`src/rtl/spi_master_arb.sv`:
```
// Two-requester SPI master with round-robin arbitration.
// Each accepted command becomes one 24-bit mode-0 frame {id, addr, data}.
// Read data from the last byte is returned to the requester that issued it.
//
// state | meaning
// ------+--------------------------------------------------------------
// IDLE  | ss high, waiting for a valid request; grants round-robin
// SETUP | ss low, sclk low, first bit presented on mosi
// SHIFT | 24 bits, each CLK_DIV low cycles then CLK_DIV high cycles
// HOLD  | ss low, sclk low, mosi low, after the last high phase
// GAP   | ss high for the slave's post-frame commit window
//
// All outputs are registered from the current state, so they appear
// one cycle after the state that produces them.
module spi_master_arb #(
  parameter int unsigned CLK_DIV    = 8,
  parameter int unsigned GAP_CYCLES = 24,
  parameter logic [7:0]  ID_WRITE   = 8'hFF,
  parameter logic [7:0]  ID_READ    = 8'h00
) (
  input  logic       clock,
  input  logic       n_reset,
  input  logic       req0_valid,
  input  logic       req0_write,
  input  logic [7:0] req0_addr,
  input  logic [7:0] req0_wdata,
  output logic       req0_ready,
  input  logic       req1_valid,
  input  logic       req1_write,
  input  logic [7:0] req1_addr,
  input  logic [7:0] req1_wdata,
  output logic       req1_ready,
  output logic       rsp_valid,
  output logic       rsp_id,
  output logic [7:0] rsp_rdata,
  output logic       busy,
  output logic       ss,
  output logic       sclk,
  output logic       mosi,
  input  logic       miso
);

  localparam int unsigned GW       = $clog2(GAP_CYCLES + 1);
  localparam logic [7:0]  HP_LAST  = 8'(CLK_DIV - 1);
  localparam logic [GW-1:0] GAP_LAST = GW'(GAP_CYCLES);
  localparam logic [4:0]  BIT_LAST = 5'd23;
  localparam logic [4:0]  BIT_RD0  = 5'd16;

  typedef enum logic [2:0] {IDLE, SETUP, SHIFT, HOLD, GAP} state_t;

  state_t state, state_nx;

  logic [7:0]    hcnt;
  logic          phase;
  logic [4:0]    bit_cnt;
  logic [GW-1:0] gcnt;
  logic [23:0]   frame_sh;
  logic          cmd_write;
  logic          owner;
  logic          last_grant;
  logic [7:0]    cap;
  logic          sample_q;

  logic       any_valid, grant1;
  logic       acc_write;
  logic [7:0] acc_addr, acc_wdata;
  logic       hp_end, bit_end;

  logic ss_d, sclk_d, mosi_d, ready0_d, ready1_d, rsp_valid_d, busy_d;

  // The requester not granted last wins a tie; a lone valid always wins.
  assign any_valid = req0_valid | req1_valid;
  assign grant1    = req1_valid & (~req0_valid | ~last_grant);
  assign acc_write = grant1 ? req1_write : req0_write;
  assign acc_addr  = grant1 ? req1_addr  : req0_addr;
  assign acc_wdata = grant1 ? req1_wdata : req0_wdata;

  assign hp_end  = (hcnt == HP_LAST);
  assign bit_end = (state == SHIFT) && phase && hp_end;

  // State register.
  always_ff @(posedge clock or negedge n_reset) begin
    if (!n_reset) state <= IDLE;
    else          state <= state_nx;
  end

  // Next-state decode.
  always_comb begin
    state_nx = state;
    case (state)
      IDLE:    if (any_valid) state_nx = SETUP;
      SETUP:   if (hp_end) state_nx = SHIFT;
      SHIFT:   if (bit_end && (bit_cnt == BIT_LAST)) state_nx = HOLD;
      HOLD:    if (hp_end) state_nx = GAP;
      GAP:     if (gcnt == GAP_LAST) state_nx = IDLE;
      default: state_nx = IDLE;
    endcase
  end

  // Output decode from the current state; registered below.
  always_comb begin
    ss_d        = 1'b1;
    sclk_d      = 1'b0;
    mosi_d      = 1'b0;
    ready0_d    = 1'b0;
    ready1_d    = 1'b0;
    rsp_valid_d = 1'b0;
    busy_d      = (state != IDLE);
    case (state)
      IDLE: begin
        ready0_d = any_valid & ~grant1;
        ready1_d = grant1;
      end
      SETUP: begin
        ss_d   = 1'b0;
        mosi_d = frame_sh[23];
      end
      SHIFT: begin
        ss_d   = 1'b0;
        sclk_d = phase;
        mosi_d = frame_sh[23];
      end
      HOLD:    ss_d = 1'b0;
      GAP:     rsp_valid_d = (gcnt == '0);
      default: ;
    endcase
  end

  // Registered outputs; response fields only change on a completion.
  always_ff @(posedge clock or negedge n_reset) begin
    if (!n_reset) begin
      ss         <= 1'b1;
      sclk       <= 1'b0;
      mosi       <= 1'b0;
      req0_ready <= 1'b0;
      req1_ready <= 1'b0;
      rsp_valid  <= 1'b0;
      rsp_id     <= 1'b0;
      rsp_rdata  <= 8'h00;
      busy       <= 1'b0;
    end else begin
      ss         <= ss_d;
      sclk       <= sclk_d;
      mosi       <= mosi_d;
      req0_ready <= ready0_d;
      req1_ready <= ready1_d;
      rsp_valid  <= rsp_valid_d;
      busy       <= busy_d;
      if (rsp_valid_d) begin
        rsp_id    <= owner;
        rsp_rdata <= cmd_write ? 8'h00 : cap;
      end
    end
  end

  // Timers, shift register, command latch and read capture.
  // The miso sample strobe is delayed one cycle so it lands in the last
  // cycle of the registered sclk high phase.
  always_ff @(posedge clock or negedge n_reset) begin
    if (!n_reset) begin
      hcnt       <= 8'h00;
      phase      <= 1'b0;
      bit_cnt    <= 5'd0;
      gcnt       <= '0;
      frame_sh   <= 24'h000000;
      cmd_write  <= 1'b0;
      owner      <= 1'b0;
      last_grant <= 1'b1;
      cap        <= 8'h00;
      sample_q   <= 1'b0;
    end else begin
      if ((state == SETUP) || (state == SHIFT) || (state == HOLD))
        hcnt <= hp_end ? 8'h00 : hcnt + 8'h01;
      else
        hcnt <= 8'h00;

      if (state != SHIFT)  phase <= 1'b0;
      else if (hp_end)     phase <= ~phase;

      if (state != SHIFT)                        bit_cnt <= 5'd0;
      else if (bit_end && (bit_cnt != BIT_LAST)) bit_cnt <= bit_cnt + 5'd1;

      gcnt <= (state == GAP) ? gcnt + 1'b1 : '0;

      sample_q <= bit_end && (bit_cnt >= BIT_RD0) && !cmd_write;
      if (sample_q) cap <= {cap[6:0], miso};

      if ((state == IDLE) && any_valid) begin
        frame_sh   <= {acc_write ? ID_WRITE : ID_READ, acc_addr,
                       acc_write ? acc_wdata : 8'h00};
        cmd_write  <= acc_write;
        owner      <= grant1;
        last_grant <= grant1;
        cap        <= 8'h00;
      end else if (bit_end) begin
        frame_sh <= {frame_sh[22:0], 1'b0};
      end
    end
  end

endmodule

```
`config.mk`:
```
export PLATFORM = sky130hd
export DESIGN_NAME = spi_master_arb
export DESIGN_NICKNAME = d
export VERILOG_FILES = /design/src/rtl/spi_master_arb.sv
export SDC_FILE = /design/constraint.sdc
export NUM_CORES = 1
export LEC_CHECK = 0
export BUFFER_PORTS_ARGS = -buffer_cell sky130_fd_sc_hd__buf_2
export CAP_MARGIN = 0
export CORE_UTILIZATION = 30
export CTS_CLUSTER_SIZE = 16
export DETAILED_ROUTE_END_ITERATION = 8
export SYNTH_ARGS = -nofsm -noshare
export SYNTH_HDL_FRONTEND = slang
export SYNTH_SLANG_ARGS = --single-unit
```
`constraint.sdc`:
```
create_clock -name clock -period 1.7 [get_ports clock]
set_input_delay 0.34 -clock clock [delete_from_list [all_inputs] [get_ports clock]]
set_output_delay 0.34 -clock clock [all_outputs]
set_load 0.01 [all_outputs]
```
# Yosys cells after proc, flatten, opt, wreduce, memory -nomap -nowiden
# Index checks and enable logic that the tools add are counted.
# word_totals
mem_bits_ro	0
ram_bits	0
n_memories	0
regBits	74
output_inout_bits	16
word_cells	95
latch_bits	0
# classes
div_mod_pow	0
n_reduce_logical	20
shift	0
n_mul	0
n_addsub	3
n_bitwise	8
muxes	29
magnitude_cmp	1
n_eq_ne	14
# op_table
operator	n
8-bit two-way mux	9
24-bit two-way mux	2
3-bit two-way mux	5
5-bit two-way mux	3
3-bit case mux with 5 select lines	1
5-bit by 1-bit adder with 5-bit output (second input constant)	2
5-bit equality test (second input constant)	2
2-bit != test (second input constant)	5
1-bit two-way mux	9
8-bit by 1-bit adder with 8-bit output (second input constant)	1
8-bit by 3-bit equality test with 1-bit output (second input constant)	1
2-bit nonzero test	4
1-bit logical AND	7
3-bit by 2-bit equality test with 1-bit output (second input constant)	2
5-bit >= comparator (second input constant)	1
5-bit logical NOT	1
5-bit != test (second input constant)	1
5-bit AND reduction	1
1-bit NOT	4
3-bit by 1-bit equality test with 1-bit output (second input constant)	1
3-bit equality test (second input constant)	1
3-bit logical NOT	1
3-bit by 2-bit != test with 1-bit output (second input constant)	1
3-bit nonzero test	1
6 further kinds	9

# Logic depth before layout (Yosys ltp)
# Gate-level depths: netlist of run 1.
# logic_depth
ltp_word	6
depth_mapped	8
mapped_depth_nobuf	6

# Least setup slack after synthesis of run 1
# OpenSTA, ideal clock, no wires.
# synth_timing
path_kind	register to register
from	reg hcnt[0]
to	reg bit_cnt[3]
path_stages_with_launch	7
setup_ps	128
arrival_ps	1789
path_buffers	1
path_slack_ps	-217
period_less_slack_ps	1917
required_time_ps	1572
cell_sequence	dfrtp_1 ha_1 nor3b_1 nand3_2 clkbuf_1 o21ai_0 a21oi_1
# synth_via
elab_chain_len	4
# synth_rtl
item	line	source
start: declaration	53	logic [7:0] hcnt;
start signal: assignment	173	hcnt <= hp_end ? 8'h00 : hcnt + 8'h01;
8-bit by 3-bit equality test with 1-bit output	78	assign hp_end = (hcnt == HP_LAST);
1-bit logical AND	79	assign bit_end = (state == SHIFT) && phase && hp_end;
1-bit logical AND	181	else if (bit_end && (bit_cnt != BIT_LAST)) bit_cnt <= bit_cnt + 5'd1;
2-bit nonzero test (no source line)	--	
end signal: assignment	181	
end: declaration	55	logic [4:0] bit_cnt;
# No other way between the ends.
# A chain may end at the register's enable or synchronous reset.

# Final worst setup path of run 1
# layout_timing
from	reg state[1]
to	reg rsp_id
# layout_via
elab_chain_len	2
# layout_rtl
item	line	source
start: declaration	51	state_t state, state_nx;
start signal: assignment	84	else state <= state_nx;
3-bit equality test	109	case (state)
1-bit two-way mux	109	
end signal: assignment	150	rsp_id <= owner;
end: declaration	34	output logic rsp_id,
# No other way between the ends.

==> metrics.yaml, run 1 <==
die_area_mm2: 0.0118
whs_ns: 0.0261
cp_slowest_stage_delay_ns: 0.45
synth_enable_flop_cells: 0
fin_tns_setup_ns: 0
peakVddDrop_mv: 0.531
synth_warnings: 0
setup.worst_path.start_class: "register"
async_flop_share_pct: 100
via_per_inst: 4.76
rows: 38
run_status: "finished, final reports clean"
slew_viol_final: 0
grt_antenna_before_repair: 0
hold_viol: 0
seqCellArea_mm2: 0.00186
cp_max_fo: 5
synth.cell_area_mm2: 0.00340
max_slew_margin_pct: 67.2
drt-initial-drc-count: 129
fin_area_mm2: 0.00451
ys_seq_elements: 74
fmax_mhz: 589
initial_core_util_pct: 31.1
nFillCells: 1102
num_vias: 2634
worstPathCellList: "or3b_4 > or4_4 > mux2_4"
die_h_um: 108
min_period_over_period_pct: 99.8
io_buffers: 54
drt-total-wl_um: 7130
final_net_count: 451
globalRouteTotalUtil_pct: 13.1
wire_per_inst_um: 12.9
leakagePower_uw: 0.00215
clk_path_buf_depth: 2
root_buffer: "clkbuf_16"
mostFrequentLayoutCells: "dfrtp_1 (71), buf_2 (54), nor2_1 (43)"
area_growth_pct: 32.7
synth.distinct_cells: 46
drive_above_1_share_pct: 32.7
diodes: 0
overflow: 0
gp_congestion: 0.762
core_region_area_mm2: 0.0109
synthFlopType: "dfrtp_1"
grt_pass1_vias: 2536
grt_max_degree: 75
die-width_um: 108
rsz0062_at_grt: "true"
cts_max_level: 3
cp_data_arrival_time_ns: 1.91
clkSlewWorstSetupHoldPaths_ns: 0.06
io_pins: 55
worst_setup_path_end_kind: "register"
cts_tree: "done"
multi_input_area_mm2: 0.00153
crit_path_top_delay_cell: "or4_4"
grt_pass1_wl_um: 11900
setup_viol: 0
cts_buffers: 9
cellPowerDensity_mw_per_mm2: 1390
cts_sinks: 74
crit_required_ns: 1.91
clock_skew_ns: 0.00682
placed_area_mm2: 0.00402
min_period_ns: 1.70
detail-route-antenna-nets: 0
path_class: "register to register"
ys_seq_area_share_pct: 54.6
synth_nets: 372
first_pass_iters: 4
maxCapViolCount: 0
final_common_cell: "dfrtp_1"
insertion_delay_ns: 0.33
drc: 0
avgSynthCellArea_um2: 10.3
hold_class: "input pin to asynchronous set/reset pin"
hpwl_um: 4970
netlist_instances: 329
worst_slew_pin_slew_ns: 0.490
==> power breakdown <==
part | internal [uW] | switching [uW]
Clock | 1370 | 721
Sequential | 2230 | 294
Combinational | 860 | 781
Total | 4460 | 1800
==> sequential cells by signal, indices dropped and copies added, names as in the netlist, 3 cells and up <==
| register | flops |
|---|---|
| rsp_rdata | 8 |
| gcnt | 5 |
| state | 3 |
| hcnt | 8 |
| cap | 8 |
| frame_sh | 24 |
| bit_cnt | 5 |
==> path summary, 6_finish.rpt <==
path | startpoint | end | slack, ns | cells past startpoint
setup / recovery | state[1]$_DFFE_PN0P_ | rsp_id$_DFFE_PN0P_ | 0.003 | 3
hold / removal | n_reset | bit_cnt[1]$_DFFE_PN0P_ | 0.03 | 2
setup reg to reg | state[1]$_DFFE_PN0P_ | rsp_id$_DFFE_PN0P_ | 0.003 | 3
hold reg to reg | last_grant$_DFFE_PN1P_ | last_grant$_DFFE_PN1P_ | 0.47 | 2
max in group asynchronous | n_reset | last_grant$_DFFE_PN1P_ | 1.32 | 2
min in group clock | miso | cap[0]$_DFFE_PN0P_ | 0.26 | 3
==> through the flow <==
stage          worst slack [ns]  util, %  total power (uW)  instances
3_3_place_gp            -0.0275     36.7              3970        531
3_5_place_dp            -0.0458     36.7              4010        531
5_1_grt                 -0.0688     41.2              6630        553
6_report                0.00293     41.2              6250        553
4_1_cts                 0.00187     39.9              6150        547
2_1_floorplan            -0.157        -              3460        329
==> timing repair <==
item,in CTS,in global routing
pin swaps,0,3
gates cloned,0,0
buffers inserted,0,6
gates resized for setup,2,22
endpoints found under the setup margin,9,43
hold buffers,0,0
==> metal layers <==
layer	up-vias	wire length (um)	GRT usage, %
met3	11	344	3.13
met1	1254	3310	17.2
met2	63	3330	20.2
met4	0	146	6.66
li1	1306	-	-
met5	-	0	0
==> critical path, delay by kind of cell, from the launching register on <==
| family | cells | cell delay (ns) |
|---|---|---|
| flops | 1 | 0.44 |
| mux | 1 | 0.31 |
| simple gates | 2 | 0.84 |
==> kinds of logic after synthesis <==
| group | Yosys count | share of synthesized area [%] |
|---|---|---|
| and+or+nand+nor | 122 | 18.0 |
| xor gates and xnor gates | 14 | 3.61 |
| AOI/OAI and AO/OA | 66 | 12.6 |
| buffers and inverters | 30 | 3.94 |
| adders and majority gates | 4 | 1.47 |
| muxes | 19 | 5.78 |
| DFF | 74 | 54.6 |
==> synthesized netlist by cell type, drive strengths merged (2+ instances only) <==
| master | instances | area [um^2] |
|---|---|---|
| mux2i | 17 | 170 |
| xnor2 | 4 | 35.0 |
| a311oi | 7 | 61.3 |
| nor2 | 44 | 168 |
| nand2 | 25 | 96.4 |
| or3b | 2 | 20.0 |
| or3 | 4 | 25.0 |
| mux2 | 2 | 26.3 |
| o31ai | 8 | 60.1 |
| nor3b | 3 | 22.5 |
| o21ai | 21 | 105 |
| nand3 | 18 | 95.1 |
| xor2 | 10 | 87.6 |
| clkbuf | 13 | 48.8 |
| ha | 4 | 50.1 |
| and3 | 5 | 31.3 |
| nand2b | 10 | 62.6 |
| nor3 | 2 | 15.0 |
| o22ai | 8 | 50.1 |
| inv | 8 | 30.0 |
| or2 | 2 | 12.5 |
| a2bb2oi | 8 | 70.1 |
| a21oi | 10 | 50.1 |
| dfrtp | 72 | 1800 |
| buf | 9 | 55.1 |
| dfstp | 2 | 52.6 |
==> cell type report <==
class                           instances  area share, %
Sequential cell                        74           41.2
Multi-Input combinational cell        225           33.8
Timing Repair Buffer                   90           13.0
Clock buffer                           11           5.61
Tap cell                              140           3.89
Clock inverter                          5           1.89
Inverter                                8          0.666
(Power assumes the default switching activity.)
==> run 2: changes to the inputs <==
- CAP_MARGIN: 0 -> not set
- CELL_PAD_IN_SITES_DETAIL_PLACEMENT: not set -> 1
- CELL_PAD_IN_SITES_GLOBAL_PLACEMENT: not set -> 2
- CORE_ASPECT_RATIO: not set -> 1.4
- PLACE_DENSITY_LB_ADDON: not set -> 0.1
==> run 2 against run 1 <==
Against the previous run: the flow now finishes with violations (negative setup slack); global-route usage is 2.7 points higher; final cell count is 2.2% higher; total power hardly changed; via count is 3.0% higher; clock skew is 0.0013 ns higher; critical path depth is 3 higher; critical path type unchanged.
==> metrics.yaml, run 2 (synthesized netlist as in run 1, its figures left out) <==
grt_antenna_before_repair: 0  # unchanged
io_buffers: 54  # unchanged
met3_usage_pct: 2.19  # was 3.13%
initial_core_util_pct: 31.1  # about the same
grt_max_degree: 30  # was 75
cts_max_level: 3  # unchanged
crit_required_ns: 1.96  # was 1.91 ns
grt_pass1_wl_um: 14300  # was 11,900 um
grt_pass1_vias: 2838  # was 2,536
hold_viol: 0  # unchanged
die_h_um: 128  # was 108 um
postLayoutCoreUtil_pct: 43.7  # was 41.2%
path_class: "register to register"  # unchanged
timing.critical_path.buf_inv: 2  # was 0
die-width_um: 92.0  # was 108 um
detail-route-antenna-nets: 0  # unchanged
insertion_delay_ns: 0.34  # was 0.33 ns
worst_setup_path_end_kind: "register"  # unchanged
peakVddDrop_mv: 0.510  # was 0.531 mV
area_growth_pct: 40.5  # was 32.7%
rsz0062_at_grt: "true"  # unchanged
drt-total-wl_um: 8440  # was 7130 um
hpwl_um: 5860  # was 4970 um
clock_skew_ns: 0.00813  # was 0.00682 ns
max_slew_margin_pct: 71.0  # was 67.2%
cellPowerDensity_mw_per_mm2: 1310  # was 1390 mW/mm^2
io_pins: 55  # unchanged
cts_buffers: 9  # unchanged
core_region_area_mm2: 0.0109  # about the same
root_buffer: "clkbuf_16"  # unchanged
min_period_over_period_pct: 102  # was 99.8%
setup.worst_path.start_class: "register"  # unchanged
setup_viol: 11  # was 0
drt-initial-drc-count: 108  # was 129
num_vias: 2713  # was 2,634
slew_viol_final: 0  # unchanged
cp_slowest_stage_delay_ns: 0.42  # was 0.45 ns
fmax_mhz: 579  # was 589 MHz
use_met1_pct: 20.1  # was 17.2%
worst_slack_ns: -0.0263  # was 0.00293 ns
mostFrequentLayoutCells: "dfrtp_1 (70), buf_2 (53), nor2_1 (38)"  # was dfrtp_1 (71), buf_2 (54), nor2_1 (43)
rows: 45  # was 38
worst_slew_pin_slew_ns: 0.435  # was 0.490 ns
largest_reg_flops: 24  # unchanged
min_period_ns: 1.73  # was 1.70 ns
violations: "negative setup slack"
drc: 0  # unchanged
pre_cts_ws_ns: -0.157  # was -0.0458 ns
largest_register: "frame_sh"  # unchanged
crit_path_top_delay_cell: "dfrtp_1"  # was or4_4
worstPathCellList: "nor4bb_2 > buf_4 > buf_6 > nand4b_1 > or3_1 > a21oi_2"  # was or3b_4 > or4_4 > mux2_4
met2_usage_pct: 25.6  # was 20.2%
final_net_count: 462  # was 451
diodes: 0  # unchanged
final_common_cell: "dfrtp_1"  # unchanged
path_delay_family: "simple AND/OR/NAND/NOR gates"  # unchanged
fin_tns_setup_ns: -0.113  # was 0 ns
clk_path_buf_depth: 2  # unchanged
gp_congestion: 0.793  # was 0.762
cp_max_fo: 4  # was 5
leakagePower_uw: 0.00225  # was 0.00215 uW
hold_class: "input pin to register"  # was input pin to asynchronous set/reset pin
globalRouteTotalUtil_pct: 15.8  # was 13.1%
run_status: "complete, but fails checks"  # was finished, final reports clean
die_area_mm2: 0.0118  # about the same
busiest_layer: "met2"  # unchanged
maxCapViolCount: 0  # unchanged
cp_data_arrival_time_ns: 1.99  # was 1.91 ns
first_pass_iters: 4  # unchanged
drive_above_1_share_pct: 41.5  # was 32.7%
cts_tree: "done"  # unchanged
via_per_inst: 4.80  # was 4.76
wire_per_inst_um: 14.9  # was 12.9 um
clkSlewWorstSetupHoldPaths_ns: 0.06  # about the same
cts_sinks: 74  # unchanged
overflow: 0  # unchanged
[run 2: cell type report]
cell class	count	area, um^2
multi-input cells	225	1670
fillers	1222	6150
well taps	141	176
clock inverters	7	77.6
clock buffers	9	225
repair buffers	101	739
inverters	8	30.0
flip-flops and latches	74	1860
[run 2: metal layers]
layer / vias to the layer above / routed length [um] / share of wire [%]
li1: 1330 / - / -
met1: 1317 / 3780 / 45
met2: 51 / 4210 / 50
met3: 15 / 220 / 2.6
met4: 0 / 232 / 2.7
met5: - / 0 / 0
[run 2: path summary, 6_finish.rpt]
| kind | depth (start not counted) | end | slack (ns) | from |
|---|---|---|---|---|
| max | 6 | bit_cnt[3]$_DFFE_PN0P_ | -0.03 | state[2]$_DFFE_PN0P_ |
| min | 3 | cap[0]$_DFFE_PN0P_ | 0.26 | miso |
| max reg2reg | 6 | bit_cnt[3]$_DFFE_PN0P_ | -0.03 | state[2]$_DFFE_PN0P_ |
| min reg2reg | 2 | last_grant$_DFFE_PN1P_ | 0.46 | last_grant$_DFFE_PN1P_ |
| max in group asynchronous | 3 | state[0]$_DFFE_PN0P_ | 0.74 | n_reset |
| min in group asynchronous | 2 | hcnt[2]$_DFF_PN0_ | 0.43 | n_reset |
[run 2: per-stage QoR]
step	total power [uW]	instances	instance area [um^2]	hold slack [ns]
final	6250	565	4770	0.264
after global routing	6680	565	4770	0.271
after CTS	6180	560	4570	0.266
after detailed placement	4110	539	4110	0.249
after global placement	4060	539	4110	0.247
after floorplan	3460	329	3430	0.0444
[run 2: power breakdown]
| part | internal [uW] | total (uW) | switching, uW |
|---|---|---|---|
| clock | 1150 | 1930 | 782 |
| combinational | 936 | 1790 | 852 |
| sequential | 2230 | 2530 | 303 |
[run 2: repair_timing]
| action | in CTS | in global routing |
|---|---|---|
| pin swaps | 8 | 13 |
| hold buffers | 1 | 0 |
| gates resized for setup | 28 | 44 |
| endpoints found under the hold margin | 16 | 0 |
| endpoints found under the setup margin | 31 | 42 |
| buffers inserted | 3 | 5 |
| cloned | 2 | 0 |
[run 2: worst register-to-register path: stages (launching register included)]
cell and delay (ns):
dfrtp_1 0.42, nor4bb_2 0.36, buf_4 0.19, buf_6 0.11, nand4b_1 0.12, or3_1 0.34
a21oi_2 0.12
